## config.mk

```make
export PLATFORM = sky130hd
export DESIGN_NAME = memory_sram_bridge
export DESIGN_NICKNAME = d
export VERILOG_FILES = /design/src/rtl/memory_sram_bridge_pkg.sv /design/src/rtl/memory_sram_bridge_rd_pipe.sv /design/src/rtl/memory_sram_bridge.sv
export SDC_FILE = /design/constraint.sdc
export NUM_CORES = 1
export LEC_CHECK = 0
export CORE_MARGIN = 1.5
export CORE_UTILIZATION = 30
export CTS_CLUSTER_SIZE = 10
export DETAILED_ROUTE_END_ITERATION = 10
export GPL_TIMING_DRIVEN = 0
export MAX_ROUTING_LAYER = met4
export PLACE_DENSITY = 0.63
export SETUP_SLACK_MARGIN = 0.5
export SLEW_MARGIN = 25
export SYNTH_ARGS = -nofsm -noshare
export SYNTH_HDL_FRONTEND = slang
export SYNTH_SLANG_ARGS = --single-unit
```

## constraint.sdc

```tcl
create_clock -name iCLOCK -period 6 [get_ports iCLOCK]
set_input_delay 1.5 -clock iCLOCK [delete_from_list [all_inputs] [get_ports iCLOCK]]
set_output_delay 1.5 -clock iCLOCK [all_outputs]
set_load 0.02 [all_outputs]
```

## src/rtl/memory_sram_bridge_pkg.sv

```systemverilog
// rtl/memory_sram_bridge_pkg.sv - shared types and helpers for the SRAM bridge
// Purpose: FSM state encoding, memory ORDER encodings, read-pipe tag type and
//          the alignment-fault helper used when MEMORY_SRAM_BRIDGE_ALIGN_CHECK_EN
//          is defined.
package memory_sram_bridge_pkg;

    typedef enum logic [2:0] {
        IDLE,
        WR,
        RD_LO,
        RD_HI,
        RD_WAIT,
        RESP
    } state_e;

    localparam logic [1:0] ORDER_BYTE = 2'b00;
    localparam logic [1:0] ORDER_HALF = 2'b01;
    localparam logic [1:0] ORDER_WORD = 2'b10;
    localparam logic [1:0] ORDER_NONE = 2'b11;

    // One entry per SRAM read strobe: which half of the 64-bit response it fills.
    typedef struct packed {
        logic valid;
        logic hi;
    } rd_tag_t;

    function automatic logic align_fault(input logic [1:0] order, input logic [1:0] addr_lo);
        logic f;
        case (order)
            ORDER_HALF: f = addr_lo[0];
            ORDER_WORD: f = |addr_lo;
            ORDER_BYTE: f = 1'b0;
            ORDER_NONE: f = 1'b0;
            default:    f = 1'b0;
        endcase
        return f;
    endfunction

endpackage

```

## src/rtl/memory_sram_bridge_rd_pipe.sv

```systemverilog
// rtl/memory_sram_bridge_rd_pipe.sv - read-tag delay line matching SRAM read latency
// Purpose: tags every SRAM read strobe and raises a capture strobe for the lo or
//          hi response word exactly P_RD_LAT cycles after the strobe.
// Ports:
//   clk_i, rst_i      clock, asynchronous active-high reset
//   clr_i             synchronous clear (drops all outstanding tags)
//   push_i, push_hi_i read strobe this cycle, and whether it is the hi word
//   cap_lo_o/cap_hi_o capture iSRAM_RDATA into the lo/hi response word now
module memory_sram_bridge_rd_pipe
    import memory_sram_bridge_pkg::*;
#(
    parameter int P_RD_LAT = 1
) (
    input  logic clk_i,
    input  logic rst_i,
    input  logic clr_i,
    input  logic push_i,
    input  logic push_hi_i,
    output logic cap_lo_o,
    output logic cap_hi_o
);

    rd_tag_t pipe_q [P_RD_LAT];
    rd_tag_t tag_d;

    assign tag_d = '{valid: push_i, hi: push_hi_i};

    // Stage k holds the tag of a strobe issued k+1 cycles ago, so the last
    // stage lines up with the cycle the SRAM presents that word.
    always_ff @(posedge clk_i or posedge rst_i) begin
        if (rst_i) begin
            for (int i = 0; i < P_RD_LAT; i++) pipe_q[i] <= '0;
        end else if (clr_i) begin
            for (int i = 0; i < P_RD_LAT; i++) pipe_q[i] <= '0;
        end else begin
            pipe_q[0] <= tag_d;
            for (int i = 1; i < P_RD_LAT; i++) pipe_q[i] <= pipe_q[i-1];
        end
    end

    assign cap_lo_o = pipe_q[P_RD_LAT-1].valid && !pipe_q[P_RD_LAT-1].hi;
    assign cap_hi_o = pipe_q[P_RD_LAT-1].valid &&  pipe_q[P_RD_LAT-1].hi;

endmodule

```

## src/rtl/memory_sram_bridge.sv

```systemverilog
// rtl/memory_sram_bridge.sv - processor memory port to synchronous 32-bit SRAM bridge
// Purpose: accepts one request at a time; writes one masked word, reads two
//          consecutive words and returns them as one 64-bit beat with VALID/BUSY.
// Config macro: MEMORY_SRAM_BRIDGE_ALIGN_CHECK_EN enables the alignment-fault
//          path and oERROR; without it ORDER is ignored and oERROR is 0.
// Ports:
//   iCLOCK, iRESET (async), iRESET_SYNC (sync clear)
//   iMEMORY_REQ/ORDER/MASK/RW/ADDR/DATA, oMEMORY_LOCK   request side
//   oMEMORY_VALID, iMEMORY_BUSY, oMEMORY_DATA           response side
//   oSRAM_CE/WE/BE/ADDR/WDATA, iSRAM_RDATA              SRAM side
//   oERROR                                              alignment-fault pulse
module memory_sram_bridge
    import memory_sram_bridge_pkg::*;
#(
    parameter int P_ADDR_W = 16,
    parameter int P_RD_LAT = 1
) (
    input  logic                iCLOCK,
    input  logic                iRESET,
    input  logic                iRESET_SYNC,
    input  logic                iMEMORY_REQ,
    output logic                oMEMORY_LOCK,
    input  logic [1:0]          iMEMORY_ORDER,
    input  logic [3:0]          iMEMORY_MASK,
    input  logic                iMEMORY_RW,
    input  logic [31:0]         iMEMORY_ADDR,
    input  logic [31:0]         iMEMORY_DATA,
    output logic                oMEMORY_VALID,
    input  logic                iMEMORY_BUSY,
    output logic [63:0]         oMEMORY_DATA,
    output logic                oSRAM_CE,
    output logic                oSRAM_WE,
    output logic [3:0]          oSRAM_BE,
    output logic [P_ADDR_W-1:0] oSRAM_ADDR,
    output logic [31:0]         oSRAM_WDATA,
    input  logic [31:0]         iSRAM_RDATA,
    output logic                oERROR
);

    state_e                state_q, state_d;
    logic                  lock_q;
    logic                  err_q, err_d;
    logic [P_ADDR_W-1:0]   waddr_q;
    logic [31:0]           wdata_q;
    logic [3:0]            mask_q;
    logic [63:0]           data_q;
    logic                  accept;
    logic                  fault;
    logic                  rd_push_lo, rd_push_hi;
    logic                  cap_lo, cap_hi;
    logic                  unused_inputs;

    assign accept = iMEMORY_REQ && (state_q == IDLE);

`ifdef MEMORY_SRAM_BRIDGE_ALIGN_CHECK_EN
    assign fault = align_fault(iMEMORY_ORDER, iMEMORY_ADDR[1:0]);
`else
    assign fault = 1'b0;
`endif

    // Byte-lane and out-of-range address bits never reach the SRAM.
    assign unused_inputs = ^{iMEMORY_ORDER, iMEMORY_ADDR[31:P_ADDR_W+2], iMEMORY_ADDR[1:0]};

    always_comb begin
        state_d     = state_q;
        err_d       = 1'b0;
        rd_push_lo  = 1'b0;
        rd_push_hi  = 1'b0;
        oSRAM_CE    = 1'b0;
        oSRAM_WE    = 1'b0;
        oSRAM_BE    = 4'h0;
        oSRAM_ADDR  = '0;
        oSRAM_WDATA = 32'h0;
        case (state_q)
            IDLE: begin
                if (accept) begin
                    if (fault) begin
                        // Faulting write is dropped; faulting read answers with zeros.
                        err_d   = 1'b1;
                        state_d = iMEMORY_RW ? IDLE : RESP;
                    end else begin
                        state_d = iMEMORY_RW ? WR : RD_LO;
                    end
                end
            end
            WR: begin
                oSRAM_CE    = 1'b1;
                oSRAM_WE    = 1'b1;
                oSRAM_BE    = mask_q;
                oSRAM_ADDR  = waddr_q;
                oSRAM_WDATA = wdata_q;
                state_d     = IDLE;
            end
            RD_LO: begin
                oSRAM_CE   = 1'b1;
                oSRAM_BE   = 4'hF;
                oSRAM_ADDR = {waddr_q[P_ADDR_W-1:1], 1'b0};
                rd_push_lo = 1'b1;
                state_d    = RD_HI;
            end
            RD_HI: begin
                // The lo word is even, so setting bit 0 is the +1 word and cannot carry.
                oSRAM_CE   = 1'b1;
                oSRAM_BE   = 4'hF;
                oSRAM_ADDR = {waddr_q[P_ADDR_W-1:1], 1'b1};
                rd_push_hi = 1'b1;
                state_d    = RD_WAIT;
            end
            RD_WAIT: begin
                if (cap_hi) state_d = RESP;
            end
            RESP: begin
                if (!iMEMORY_BUSY) state_d = IDLE;
            end
            default: state_d = IDLE;
        endcase
    end

    always_ff @(posedge iCLOCK or posedge iRESET) begin
        if (iRESET) begin
            state_q <= IDLE;
            lock_q  <= 1'b0;
            err_q   <= 1'b0;
            waddr_q <= '0;
            wdata_q <= 32'h0;
            mask_q  <= 4'h0;
            data_q  <= 64'h0;
        end else if (iRESET_SYNC) begin
            state_q <= IDLE;
            lock_q  <= 1'b0;
            err_q   <= 1'b0;
            waddr_q <= '0;
            wdata_q <= 32'h0;
            mask_q  <= 4'h0;
            data_q  <= 64'h0;
        end else begin
            state_q <= state_d;
            // LOCK tracks the state being entered so it is already 0 in the first IDLE cycle.
            lock_q  <= (state_d != IDLE);
            err_q   <= err_d;
            if (accept) begin
                waddr_q <= iMEMORY_ADDR[P_ADDR_W+1:2];
                wdata_q <= iMEMORY_DATA;
                mask_q  <= iMEMORY_MASK;
            end
            if (accept && fault) data_q <= 64'h0;
            if (cap_lo) data_q[31:0]  <= iSRAM_RDATA;
            if (cap_hi) data_q[63:32] <= iSRAM_RDATA;
        end
    end

    memory_sram_bridge_rd_pipe #(
        .P_RD_LAT (P_RD_LAT)
    ) u_rd_pipe (
        .clk_i     (iCLOCK),
        .rst_i     (iRESET),
        .clr_i     (iRESET_SYNC),
        .push_i    (rd_push_lo | rd_push_hi),
        .push_hi_i (rd_push_hi),
        .cap_lo_o  (cap_lo),
        .cap_hi_o  (cap_hi)
    );

    assign oMEMORY_LOCK  = lock_q;
    assign oMEMORY_VALID = (state_q == RESP);
    assign oMEMORY_DATA  = data_q;
    assign oERROR        = err_q;

endmodule

```

==> results of run 1 <==
how the worst min path moves through the flow:
stage	start	end	slack, ns	depth (start not counted)
final	wdata_q[5]	wdata_q[5]	0.49	1
after global routing	wdata_q[24]	wdata_q[24]	0.51	1
after CTS	wdata_q[5]	wdata_q[5]	0.50	1
after detailed placement	waddr_q[14]	waddr_q[14]	0.48	1
after global placement	wdata_q[7]	wdata_q[7]	0.48	1
after floorplan	waddr_q[10]	waddr_q[10]	0.46	1
synthesized netlist by cell type:
master,instances
buf_6,1
nand3_1,1
a21oi_1,68
nor2b_1,3
conb_1,1
a22o_1,52
nand4bb_1,1
buf_4,3
a31oi_2,1
nor2_1,5
clkbuf_1,21
inv_1,4
o21a_1,1
a32o_1,1
nand2b_1,3
a21o_1,4
nor3_1,1
nand4b_1,1
o21ai_0,1
dfrtp_1,122
nor2_2,2
o31a_1,1
nand3b_1,1
and3_1,2
nand2_1,130
buf_1,3
and2_1,48
buf_2,13
ha_1,1
or3_1,2
sequential cells by signal (all words and copies together), names as in the netlist:
name	flops
oMEMORY_LOCK	1
u_rd_pipe.pipe_q	2
waddr_q	16
mask_q	4
oMEMORY_DATA	64
state_q	3
wdata_q	32
routing by layer:
| layer | share of wire | vias up |
|---|---|---|
| met1 | 0.44 | 2123 |
| met5 | 0 | - |
| li1 | - | 2133 |
| met4 | 0.015 | 0 |
| met2 | 0.46 | 199 |
| met3 | 0.078 | 17 |
layout make-up:
cell class,instances,area [µm²]
tap,220,275
fill,1488,8490
timing repair buffer,209,2110
inverter,4,22.5
sequential,122,3050
multi-input combinational,331,1810
clock buffer,24,492
clock inverter,7,90.1
buffer,41,189
where the power goes:
part	internal, mW	total, mW	switching (mW)
logic	0.111	0.218	0.107
clock network	0.650	1.01	0.360
registers	0.854	0.871	0.0166
per-stage QoR:
| stage | instances | setup TNS, ns | power (mW) |
|---|---|---|---|
| global placement | 926 | -51.68 | 1.10 |
| detailed placement | 927 | 0 | 1.10 |
| CTS | 958 | 0 | 2.12 |
| finish | 958 | 0 | 2.10 |
| floorplan | 498 | 0 | 0.980 |
| global route | 958 | 0 | 2.18 |
cells by family after synthesis:
| logic type | share of synthesized area |
|---|---|
| compound gates | 0.172 |
| buf+inv | 0.0403 |
| other cells | 0.000741 |
| flops | 0.603 |
| simple gates | 0.182 |
| fa+ha+maj | 0.00247 |
==> flow_summary.yaml, run 1 <==
run_status:
  status: "finished, final reports clean"
timing:
  finalCritPeriodShare: 0.773
  fin_crit_ns: 4.64
  max_slew_margin: 0.652
  setup_viol: 0
  final-hold-violation-count: 0
  worstMarginPinSlew_ns: 0.523
  fin_skew_ns: 0.0105
  finalMaxSlewViolations: 0
  rsz0062_at_grt: "false"
  fmax_mhz: 216
  setup_ws_ns: 1.36
  hold_slack_ns: 0.494
grt:
  grt_overflow: 0
  use_met3: 0.0563
  grt_max_degree: 63
  met2_usage: 0.280
  track_usage: 0.183
  grt_use_met1: 0.229
  antenna_found_initial: 0
  grt-busiest-layer: "met2"
  first_global_vias: 4610
  grt_pass1_wl_mm: 24.1
routing:
  postRouteWirelength_mm: 15.2
  drt_iter0_drc: 193
  drt-pass1-iter-count: 5
  wire_per_inst_um: 15.8
  drtAntennaViolNets: 0
  post-route-drc-count: 0
  viasPerCell: 4.67
  route.vias.total: 4472
setup_path:
  crit_start: "state_q[2]"
  rr_worst_depth: 6
  r2r_end: "oMEMORY_LOCK"
  worstReg2RegStart: "state_q[2]"
  critPathCapture: "oSRAM_ADDR[14]"
  slowest_stage: "clkdlybuf4s50_1"
  slowest_delay_ns: 0.61
  r2r_slack_ns: 4.17
  crit_fanout: 10
  critPathRequiredTime_ns: 4.50
  crit_chain: "buf_2 > inv_1 > ha_1 > nand2_1 > a21oi_1 > clkbuf_1 > and2_1 > clkdlybuf4s50_1"
  path_buf_inv: 4
  critPathKind: "reg2out"
  cp_num_cells: 8
  cpLargestDelayFamily: "buffers and inverters"
  start_kind: "flip-flop"
  end_kind: "output port"
  critPathArrivalTime_ns: 3.14
cts:
  clkSinkCount: 122
  cts_resized: 0
  cts_root_buffer: "clkbuf_16"
  clockBufferDepth: 2
  cts_buffers: 17
  cts_tree: "built"
  hold_buffers: 0
  clk_pin_slew_ns: 0.06
  post_cts_buffers: 0
  htree_levels: 4
  insertion_delay_ns: 0.42
yosys:
  synth_seq_area_share: 0.603
  netlist_instances: 498
  ys_seq_elements: 122
  syn_nets: 607
  syn-mean-instance-area_um2: 10.2
  syn_area_um2: 5060
  ys_warn_count: 0
  ys_types: 30
  yosys-top-cells-area: "dfrtp_1 (60%), nand2_1 (9.6%), a22o_1 (9.0%), a21oi_1 (6.7%), and2_1 (5.9%)"
  yosysTopAreaCellShare: 0.603
  yosys.area.top_type: "dfrtp_1"
floorplanning:
  core_um2: 16500
  std_cell_rows: 47
  die_height_um: 133
  dieWidth_um: 133
  dieArea_um2: 17700
  boundaryPins: 229
  initial_utilization: 0.306
placed_design:
  dp.final_hpwl_mm: 11.2
  dp_slack_ns: 1.80
  placedInstanceArea_um2: 7450
  place_congestion: 0.837
  io_buffers: 208
cells_and_area:
  final_common_cell: "clkdlybuf4s50_1"
  fin_nets: 835
  syn2layout_area_growth_pct: 58.7
  final_util: 0.486
  final_cell_mix: "clkdlybuf4s50_1 (208), nand2_1 (130), dfrtp_1 (122)"
  drive_gt1_frac: 0.0678
  n_antenna_cell: 0
  fin_area_um2: 8040
worst_hold_path:
  hold_class: "reg2reg"
pwr:
  leakage_nw: 3.43
  power_density_nw_per_um2: 261
  ir_drop_mv: 0.176
run:
  cap_violations: 0
(Power assumes the default switching activity.)
==> run 2, diff against run 1 <==
PLACE_DENSITY = 0.65   (was 0.63)
clock period = 4.2 ns   (was 6 ns; I/O delays follow)
==> run 2 against run 1 <==
Compared with the run above: critical path depth decreased by 2; clock skew decreased by 0.00059 ns; register-to-register slack got worse by 1.8 ns; core utilization increased by 0.55 points; die area unchanged; cell count increased by 0.21%; largest power group unchanged; global-route usage decreased by 0.20 points; clock-buffer cell count increased by 2; combinational power increased by 46%; wire length decreased by 1.1%.
==> flow_summary.yaml, run 2 (synthesized netlist as in run 1, its figures left out) <==
worst_hold_path:
  worst_hold_startpoint: "wdata_q[31]"
  min_path_cells: 1
  hold-path-endpoint: "wdata_q[31]"
  hold_class: "reg2reg"
setup_path:
  path_buf_inv: 3
  critPathArrivalTime_ns: 2.54
  slowest_delay_ns: 0.62
  critPathRequiredTime_ns: 3.15
  crit_chain: "buf_2 > nand2b_1 > nor2_4 > buf_2 > and2_1 > clkdlybuf4s50_1"
  r2r_end: "oMEMORY_LOCK"
  cpLargestDelayFamily: "buffers and inverters"
  critPathKind: "reg2out"
  worstReg2RegStart: "state_q[2]"
  end_kind: "output port"
  slowest_stage: "clkdlybuf4s50_1"
  rr_worst_depth: 6
  start_kind: "flip-flop"
  crit_fanout: 10
  path_common_cell: "buf_2"
  r2r_slack_ns: 2.39
pwr:
  power.total_mw: 2.90
  leakage_nw: 3.75
  power_density_nw_per_um2: 356
  ir_drop_mv: 0.279
floorplanning:
  core_um2: 16500
  dieWidth_um: 133
  die_height_um: 133
  initial_utilization: 0.306
  dieArea_um2: 17700
  boundaryPins: 229
  std_cell_rows: 47
timing:
  max_slew_margin: 0.648
  fin_crit_ns: 3.59
  fin_skew_ns: 0.00986
  rsz0062_at_grt: "true"
  finalMaxSlewViolations: 0
  fmax_mhz: 279
  setup_viol: 0
  finalCritPeriodShare: 0.854
  setup_tns_ns: 0
  worstMarginPinSlew_ns: 0.528
  setup_ws_ns: 0.614
  final-hold-violation-count: 0
placed_design:
  io_buffers: 208
  place_congestion: 0.844
  dp.final_hpwl_mm: 11.2
  dp_slack_ns: 0.436
grt:
  grt_pass1_wl_mm: 24.2
  antenna_found_initial: 0
  grt_max_degree: 34
  track_usage: 0.181
  first_global_vias: 4717
  grt_overflow: 0
cells_and_area:
  final_cell_mix: "clkdlybuf4s50_1 (191), nand2_1 (130), dfrtp_1 (122)"
  final_common_cell: "clkdlybuf4s50_1"
  drive_gt1_frac: 0.0797
  n_antenna_cell: 0
  largest_reg_flops: 64
  fin_nets: 840
  syn2layout_area_growth_pct: 60.6
cts:
  cts_buffers: 17
  clkSinkCount: 122
  hold_buffers: 0
  clockBufferDepth: 2
  htree_levels: 4
  cts_root_buffer: "clkbuf_16"
  insertion_delay_ns: 0.41
  clk_pin_slew_ns: 0.05
  cts_tree: "built"
routing:
  postRouteWirelength_mm: 15.0
  drtAntennaViolNets: 0
  wire_per_inst_um: 15.6
  viasPerCell: 4.68
  route.vias.total: 4496
  drt-pass1-iter-count: 4
  drt_iter0_drc: 188
  post-route-drc-count: 0
run_status:
  status: "finished, final reports clean"
run:
  cap_violations: 0
run 2: cell types whose count changed in the layout (fill, tap and decap cells not counted), moves of 2 or more:
cell	before	now
clkdlybuf4s50_1	208	191
buf_12	0	4
buf_4	3	5
clkbuf_8	4	7
clkbuf_1	24	20
bufinv_16	2	0
dlymetal6s2s_1	0	15
buf_2	13	15
dlygate4sd2_1	0	2
run 2: per-stage QoR:
stage / cell area, µm² / hold WS, ns / instances / util
2_1_floorplan: 5070 / 0.464 / 498 / -
3_3_place_gp: 7420 / 0.479 / 926 / 0.449
3_5_place_dp: 7500 / 0.483 / 930 / 0.454
4_1_cts: 8060 / 0.499 / 958 / 0.487
5_1_grt: 8130 / 0.508 / 960 / 0.492
6_report: 8130 / 0.492 / 960 / 0.492
run 2: report_power, final:
group / switching (mW) / total [mW] / internal (mW) / leakage (nW)
Combinational: 0.153 / 0.319 / 0.167 / 1.81
Sequential: 0.0245 / 1.25 / 1.22 / 1.67
Clock: 0.484 / 1.33 / 0.848 / 0.270
run 2: repair_timing:
item / 4_1_cts / 5_1_grt
endpoints found under the setup margin: 35 / 44
buffers inserted: 0 / 2
gates resized for setup: 6 / 26
run 2: layer usage:
metal  GRT usage  vias up  routed length, µm
li1            -     2132                  -
met1       0.220     2170               6500
met2       0.276      172               7020
met3      0.0644       22               1180
met4      0.0696        0                309
met5           -        -                  0
run 2: worst max-delay path by stage:
stage          slack [ns]        from         endpoint  cells after the start
2_1_floorplan        1.48  state_q[2]   oSRAM_ADDR[12]                      7
4_1_cts              0.31  state_q[2]   oSRAM_ADDR[13]                      8
3_3_place_gp         0.51  state_q[2]   oSRAM_ADDR[13]                      8
5_1_grt              0.47  state_q[1]  oSRAM_WDATA[15]                      6
3_5_place_dp         0.44  state_q[2]   oSRAM_ADDR[14]                      8
6_report             0.61  state_q[1]  oSRAM_WDATA[21]                      6
run 2: worst reg2reg max path, delay by kind of cell, from the launching register on:
kind / cells / cell delay [ns]
AND/OR/NAND/NOR: 2 / 0.41
buffers and inverters: 2 / 0.36
flip-flops: 1 / 0.35
adder cells (fa/ha/maj): 1 / 0.29
AO/OA/AOI/OAI: 1 / 0.27
run 2: final cells by class:
class / count / area [µm²]
tap: 220 / 275
timing repair buffer: 214 / 2210
buffer: 41 / 195
clock inverter: 2 / 10.0
sequential: 122 / 3050
multi-input combinational: 331 / 1830
clock buffer: 26 / 529
inverter: 4 / 18.8
fill: 1502 / 8400
